<file path="src/rtl/fetch_buffer.sv">
// fetch_buffer: dual-issue decoupling FIFO between instruction fetch and decode.
// Optional same-cycle empty-buffer bypass is enabled by defining FB_BYPASS_EN.
module fetch_buffer #(
  parameter int unsigned DEPTH    = 8,
  parameter int unsigned PTR_W    = $clog2(DEPTH),
  parameter logic [31:0] NOP_INST = 32'h0340_0000
) (
  input  logic             clk,
  input  logic             rstn,
  input  logic             flush,
  input  logic             if_readygo,
  output logic             fb_allowin,
  input  logic [1:0]       if_mask,
  input  logic [31:0]      if_pc0,
  input  logic [31:0]      if_pc1,
  input  logic [31:0]      if_inst0,
  input  logic [31:0]      if_inst1,
  input  logic [6:0]       if_excp_code,
  input  logic             if_excp_valid,
  input  logic [31:0]      if_badv,
  input  logic [1:0]       if_pred_taken,
  input  logic [31:0]      if_pred_npc,
  output logic             fb_readygo,
  input  logic             id_allowin,
  output logic [1:0]       fb_mask,
  output logic [31:0]      fb_pc0,
  output logic [31:0]      fb_pc1,
  output logic [31:0]      fb_inst0,
  output logic [31:0]      fb_inst1,
  output logic [1:0]       fb_excp_flag,
  output logic [6:0]       fb_exception,
  output logic [31:0]      fb_badv,
  output logic             fb_pc_taken,
  output logic [31:0]      fb_pc_next,
  output logic [PTR_W:0]   fb_count
);

  localparam int unsigned CNT_W = PTR_W + 1;

  typedef struct packed {
    logic [31:0] pc;
    logic [31:0] inst;
    logic        excp_valid;
    logic [6:0]  excp_code;
    logic [31:0] badv;
    logic        pred_taken;
    logic [31:0] pred_npc;
  } entry_t;

  entry_t           mem_q [DEPTH];
  logic [PTR_W-1:0] head_q, head_d, tail_q, tail_d;
  logic [CNT_W-1:0] count_q, count_d;
  logic [PTR_W-1:0] head_p1, tail_p1;

  entry_t           in0, in1, bun0, bun1, c0, c1, wd0, wd1;
  logic [1:0]       n_in, n_push, n_pop;
  logic [CNT_W-1:0] avail;
  logic             mask0, mask1, push, pop, we0, we1;

`ifdef FB_BYPASS_EN
  logic             bypass;
  logic [1:0]       n_wr;
  assign bypass = (count_q == '0) && if_readygo && !flush;
`endif

  assign head_p1    = head_q + PTR_W'(1);
  assign tail_p1    = tail_q + PTR_W'(1);
  assign fb_allowin = (count_q <= CNT_W'(DEPTH - 2));
  assign fb_count   = count_q;

  // Incoming slots; exception and badv attach to the lowest valid slot only.
  always_comb begin
    in0 = '0;
    in1 = '0;
    in0.pc         = if_pc0;
    in0.inst       = if_inst0;
    in0.excp_valid = if_excp_valid & if_mask[0];
    in0.pred_taken = if_pred_taken[0];
    in1.pc         = if_pc1;
    in1.inst       = if_inst1;
    in1.excp_valid = if_excp_valid & ~if_mask[0];
    in1.pred_taken = if_pred_taken[1];
    if (in0.excp_valid) begin
      in0.excp_code = if_excp_code;
      in0.badv      = if_badv;
    end
    if (in1.excp_valid) begin
      in1.excp_code = if_excp_code;
      in1.badv      = if_badv;
    end
    if (in0.pred_taken) in0.pred_npc = if_pred_npc;
    if (in1.pred_taken) in1.pred_npc = if_pred_npc;

    bun0 = in0;
    bun1 = in1;
    case (if_mask)
      2'b11:   n_in = 2'd2;
      2'b01:   n_in = 2'd1;
      2'b10: begin
        bun0 = in1;
        n_in = 2'd1;
      end
      default: n_in = 2'd0;
    endcase
  end

  // Output pair selection and slot-pairing rules.
  always_comb begin
    c0    = mem_q[head_q];
    c1    = mem_q[head_p1];
    avail = count_q;
`ifdef FB_BYPASS_EN
    if (bypass) begin
      c0    = bun0;
      c1    = bun1;
      avail = CNT_W'(n_in);
    end
`endif
    mask0 = (avail != '0);
    mask1 = (avail >= CNT_W'(2)) && !c0.pred_taken && !c0.excp_valid && !c1.excp_valid;

    fb_mask      = {mask1, mask0};
    fb_readygo   = mask0;
    fb_pc0       = mask0 ? c0.pc : '0;
    fb_inst0     = mask0 ? c0.inst : NOP_INST;
    fb_pc1       = mask1 ? c1.pc : '0;
    fb_inst1     = mask1 ? c1.inst : NOP_INST;
    fb_excp_flag = {mask1 & c1.excp_valid, mask0 & c0.excp_valid};

    fb_exception = '0;
    fb_badv      = '0;
    if (fb_excp_flag[0]) begin
      fb_exception = c0.excp_code;
      fb_badv      = c0.badv;
    end else if (fb_excp_flag[1]) begin
      fb_exception = c1.excp_code;
      fb_badv      = c1.badv;
    end

    fb_pc_taken = 1'b0;
    fb_pc_next  = '0;
    if (mask1) begin
      fb_pc_taken = c1.pred_taken;
      fb_pc_next  = c1.pred_npc;
    end else if (mask0) begin
      fb_pc_taken = c0.pred_taken;
      fb_pc_next  = c0.pred_npc;
    end
  end

  // Pointer/count update and storage write ports.
  always_comb begin
    push    = if_readygo & fb_allowin & ~flush;
    pop     = fb_readygo & id_allowin & ~flush;
    n_push  = push ? n_in : 2'd0;
    n_pop   = pop ? ({1'b0, mask0} + {1'b0, mask1}) : 2'd0;
    we0     = push & (n_in != 2'd0);
    we1     = push & (n_in == 2'd2);
    wd0     = bun0;
    wd1     = bun1;
    head_d  = head_q + PTR_W'(n_pop);
    tail_d  = tail_q + PTR_W'(n_push);
    count_d = count_q + CNT_W'(n_push) - CNT_W'(n_pop);
`ifdef FB_BYPASS_EN
    n_wr = 2'd0;
    // Slots consumed straight from fetch never touch storage.
    if (bypass) begin
      n_wr    = n_push - n_pop;
      we0     = (n_wr != 2'd0);
      we1     = (n_wr == 2'd2);
      wd0     = (n_pop == 2'd1) ? bun1 : bun0;
      head_d  = head_q;
      tail_d  = tail_q + PTR_W'(n_wr);
      count_d = CNT_W'(n_wr);
    end
`endif
    if (flush) begin
      head_d  = '0;
      tail_d  = '0;
      count_d = '0;
    end
  end

  always_ff @(posedge clk or negedge rstn) begin
    if (!rstn) begin
      head_q  <= '0;
      tail_q  <= '0;
      count_q <= '0;
    end else begin
      head_q  <= head_d;
      tail_q  <= tail_d;
      count_q <= count_d;
    end
  end

  always_ff @(posedge clk) begin
    if (we0) mem_q[tail_q] <= wd0;
    if (we1) mem_q[tail_p1] <= wd1;
  end

endmodule

</file>
<file path="config.mk">
export PLATFORM = sky130hd
export DESIGN_NAME = fetch_buffer
export DESIGN_NICKNAME = d
export VERILOG_FILES = /design/src/rtl/fetch_buffer.sv
export SDC_FILE = /design/constraint.sdc
export NUM_CORES = 2
export LEC_CHECK = 0
export BUFFER_PORTS_ARGS = -buffer_cell sky130_fd_sc_hd__clkbuf_2
export CAP_MARGIN = 25
export CORE_MARGIN = 2
export CORE_UTILIZATION = 60
export DETAILED_ROUTE_END_ITERATION = 10
export MAX_ROUTING_LAYER = met4
export PLACE_DENSITY = 0.79
export SLEW_MARGIN = 30
export SYNTH_ARGS = -nofsm -noshare
export SYNTH_HDL_FRONTEND = slang
export SYNTH_SLANG_ARGS = --single-unit
</file>
<file path="constraint.sdc">
create_clock -name clk -period 17.6 [get_ports clk]
set_input_delay 1.76 -clock clk [delete_from_list [all_inputs] [get_ports clk]]
set_output_delay 1.76 -clock clk [all_outputs]
set_load 0.005 [all_outputs]
</file>
# After elaboration in Yosys (flattened, before gate mapping)
# Memory sizes are Yosys's and may differ from the RTL's.
# Cells that the tools add are included.
# op_classes
addsub	7
magnitude_cmp	2
n_eq_ne	4
n_mux	27
bitwise_logic	12
reduce_logical	9
# ops
operator	count
$mux 32	10
$mux 137	1
$mux 39	2
$mux 7	2
$and 1x1->1	10
$add 3x1->3 const B	2
$add 3x2->3	2
$eq 2x2->1 const B	3
$mux 1	6
$mux 3	2
$add 4x2->4	1
$ge 4x2->1 const B	1
$le 4x3->1 const B	1
$mux 2	2
$mux 4	1
$pmux 2 s2	1
$reduce_bool 4->1	1
$sub 4x2->4	1
$logic_and 1x1->1	3
$logic_not 1->1	3
$add 1x1->2	1
$eq 2x1->1 const B	1
$not 1->1	2
$reduce_bool 2->1	1
$reduce_or 2->1	1
# word_totals
register_bits	10
ramBits	1096
in_bits	209
elab_cells	65
memories	1
# mem_list
memory	depth	word_bits	rd	rd_clocked_by_memory_dff	write_ports	line	source
mem_q	8	137	2	0	2	50	entry_t mem_q [DEPTH];

# Depth between registers and ports, before layout
# An unclocked memory read counts as a cell.
# depth
ltp_word	9
depth_mapped	20
depth_no_buf	16

# Least setup slack after synthesis
# No wires, ideal clock.
# synth_path
path_type	input to register
startpoint	input flush
endpoint	memory mem_q[0][0] (netlist bit), enable pin
setup_time_ps	835
arrival_ps	12506
t_required_ps	16765
slack_ps	4258
path_stages	4
path_cell_list	nand2b_1 -> nor3_2 -> nand3_1 -> o31ai_1
# synth_rtl
item	line	source
start: declaration	10	input logic flush,
end: declaration	50	

# Worst setup path in the final report
# layout_path
startpoint	register head_q[0]
endpoint	output fb_inst1[25]
# layout_between
elab_chain_len	6
elab_cells_between_ends	9
cone_classes	add/sub (1); mux (1); reduce/logical (6); memory (1)
# layout_rtl
item	line	source
start: declaration	51	logic [PTR_W-1:0] head_q, head_d, tail_q, tail_d;
start signal: assignment	186	head_q <= '0;
start signal: assignment	190	head_q <= head_d;
$mem_v2 8x137 *	n/a	
$logic_not 1->1	120	mask1 = (avail >= CNT_W'(2)) && !c0.pred_taken && !c0.excp_valid && !c1.excp_valid;
$logic_and 1x1->1 (3 in a row)	120	
$mux 32 *	127	fb_inst1 = mask1 ? c1.inst : NOP_INST;
end: declaration	29	output logic [31:0] fb_inst1,
# Every way passes the cells marked *; elsewhere a longest branch is shown, timed or not.

==> out/metrics.cfg <==
[timing]
fmax_ghz = 0.142
skew_ns = 0.0242
slew-limit-headroom_pct = 30.4
hold_viol_final = 0
setup_viol = 0
min_period_over_period_pct = 39.9
worstMarginPinSlew_ns = 1.04
setup_tns_ns = 0
rsz0062_at_grt = false
period_minus_slack_ns = 7.02
drv_slew = 0

[synthesis]
ys_types = 46
synth_top_family_by_area = multiplexers
synth-edff-count = 1096
yosysSeqAreaShare_pct = 56.6
ys_async_sr_fraction_pct = 0.904
synth_compound_area_share_pct = 5.39
syn_avg_cell_area_sq_um = 13.6
ys_seq_elements = 1106
syn_nets = 4544
synth_top_area_cell = edfxtp_1
yosys-mux-area-fraction_pct = 22.8
synth-xor-area-share_pct = 0.120
synth-simple-area-share_pct = 11.6
synth.cell_area_sq_um = 58600
synthAdderAreaFrac_pct = 0.436
synth_area_leaders = edfxtp_1 (56%), mux4_2 (18%), and2_1 (6.1%)
yosys_warnings = 0
synth_top_area_share_pct = 56.2
synthFlopType = edfxtp_1
synth_cells = 4317

[detailed_routing]
highest_layer = met4
postRouteAntennaNets = 0
wirelength_microns = 162000
route.met3.wl_microns = 20000
drt_iter0_drc = 5371
via_per_inst = 6.54
drc = 0
wl_per_cell_microns = 27.4
dr.pass1.iters = 6
routed-wl-met2_microns = 77600
num_vias = 38719
wl_met1_microns = 58100

[clock_tree]
clock_latency_ns = 0.71
cts_tree = built
cts_hold_buffers = 0
cts_made_buffers = 113
cts-root-buf = clkbuf_16
postCtsSetupRepairBufs = 0
clock_sinks = 1106
post_cts_resize_count = 0
htree_levels = 3
clk_path_buf_depth = 3
cts.reportedPaths.clkPinSlew_ns = 0.06

[hold_path]
hold_class = reg2reg

[cells_and_area]
syn_to_final_growth_pct = 11.5
fillers = 6708
nets = 4745
stdcell_count = 5917
drive_above_1_share_pct = 26.6

[critical_path]
crit_chain = ha_4 -> mux4_2 -> mux2_2 -> a221o_1 -> nand2b_4 -> buf_4 -> nand3b_1 -> clkbuf_2
worstPathMaxFanout = 50
path_buf_inv = 2
critPathMaxStageDelay_ns = 0.92
required_ns = 15.84
crit_arrival_ns = 5.26
path_class = reg2out
crit_family = adder cells
crit_path_top_delay_cell = ha_4
worstSetupEndpointType = output pin
critPathLaunchType = flip-flop

[die]
placementRows = 114
io_pins = 419
core_area_sq_um = 96700
die_h_microns = 316
start_util_pct = 60.6
die-width_microns = 316
die-area_sq_um = 100000

[pwr]
p_leak_uw = 0.0222
ir_drop_v = 0.000105
p_per_area_nw_per_um2 = 108

[placed_design]
io_buffers = 417
gp_congestion = 0.885
dp_hpwl_microns = 91500
dp_cells = 5677

[job]
drv_cap = 0

[grt]
track_usage_pct = 33.7
grt_max_degree = 151
grt_pass1_vias = 38800
antenna_found_initial = 31
overflow = 0
grt_pass1_wl_microns = 241000

[outcome]
outcome = completed

==> per-stage QoR <==
step / area (sq um) / setup WS [ns] / hold slack [ns] / total power, uW / util [%]
final: 65300 / 10.58 / 0.828 / 7090 / 67.5
after detailed placement: 61600 / 10.71 / 0.803 / 4800 / 63.7
after floorplan: 58600 / 4.26 / 0.612 / 4200 / -
after global routing: 65300 / 10.42 / 0.869 / 7320 / 67.5
after CTS: 65100 / 9.95 / 0.812 / 7090 / 67.4
after global placement: 61500 / 10.83 / 0.786 / 4780 / 63.6
==> worst paths after layout <==
check / start / slack (ns) / to / depth (start not counted)
setup / recovery: head_q[0] / 10.58 / fb_inst1[25] / 8
hold / removal: tail_q[2] / 0.83 / tail_q[2] / 2
setup reg to reg: head_q[1] / 11.39 / fb_count[3] / 16
hold reg to reg: tail_q[2] / 0.83 / tail_q[2] / 2
max in group asynchronous: rstn / 16.32 / head_q[0] / 1
min in group asynchronous: rstn / 0.96 / fb_count[0] / 1
==> where the power goes <==
| group | switching, uW | internal [uW] |
|---|---|---|
| Combinational | 996 | 754 |
| Sequential | 37.5 | 2980 |
| Clock | 1020 | 1300 |
| Total | 2060 | 5030 |
==> tightest hold or removal path, cell delays in order (launching register included) <==
cell	delay [ns]
dfrtp_1	0.54
xnor2_1	0.22
nor2_1	0.04
==> sequential cells by signal, indices dropped and copies added, names as in the netlist <==
signal and count:
mem_q 1096, fb_count 4, head_q 3, tail_q 3
==> cell families (layout without fill, tap and decap cells) <==
family          after synthesis  in the layout
xor+xnor                      8              8
mux                         746            746
other cells                   1             34
fa+ha+maj                    18             18
compound gates              601            601
buf+inv                     428            719
simple gates               1409           1409
flops                      1106           1106
==> cell type report <==
| type | count | area (sq um) | area share [%] |
|---|---|---|---|
| Tap cell | 1276 | 1600 | 2.44 |
| Clock buffer | 136 | 2910 | 4.46 |
| Timing Repair Buffer | 494 | 2860 | 4.38 |
| Multi-Input combinational cell | 2783 | 24000 | 36.7 |
| Antenna cell | 33 | 82.6 | 0.126 |
| Clock inverter | 69 | 612 | 0.937 |
| Sequential cell | 1106 | 33200 | 50.8 |
| Inverter | 20 | 75.1 | 0.115 |
==> synth_stat cells, types with 2 or more instances <==
| cell | n |
|---|---|
| nor2_1 | 623 |
| buf_2 | 57 |
| nand4b_1 | 2 |
| o31ai_1 | 2 |
| nand2b_1 | 5 |
| a21oi_1 | 549 |
| buf_4 | 8 |
| fa_1 | 4 |
| inv_2 | 4 |
| clkbuf_1 | 262 |
| edfxtp_1 | 1096 |
| ha_1 | 14 |
| buf_6 | 4 |
| o21ai_1 | 8 |
| mux4_2 | 468 |
| xor2_1 | 3 |
| xnor2_1 | 5 |
| dfrtp_1 | 10 |
| nand2_1 | 180 |
| mux2i_1 | 235 |
| mux2_2 | 42 |
| nand3b_1 | 3 |
| a21oi_2 | 29 |
| o21ai_0 | 2 |
| nor2b_1 | 9 |
| o311ai_1 | 4 |
| nor4_1 | 2 |
| buf_1 | 77 |
| nand3_1 | 11 |
| inv_1 | 16 |
| and2_1 | 568 |
==> placed cells by master, fill, tap and decap left out, drive strengths merged, types with 11 or more instances in the layout <==
master and n:
diode 33, a21oi 578, ha 14, mux4 468, clkbuf 553, buf 77
nand3 11, clkinv 57, inv 23, nand2 180, edfxtp 1096, mux2i 235
and2 568, mux2 43, nor2 623
==> layer usage <==
| layer | track usage (%) | up-vias |
|---|---|---|
| met5 | - | - |
| met2 | 51.5 | 2562 |
| met1 | 44.4 | 19172 |
| met4 | 14.7 | 0 |
| met3 | 6.65 | 381 |
| li1 | - | 16604 |
No activity file was read; power rests on OpenSTA's default activity.
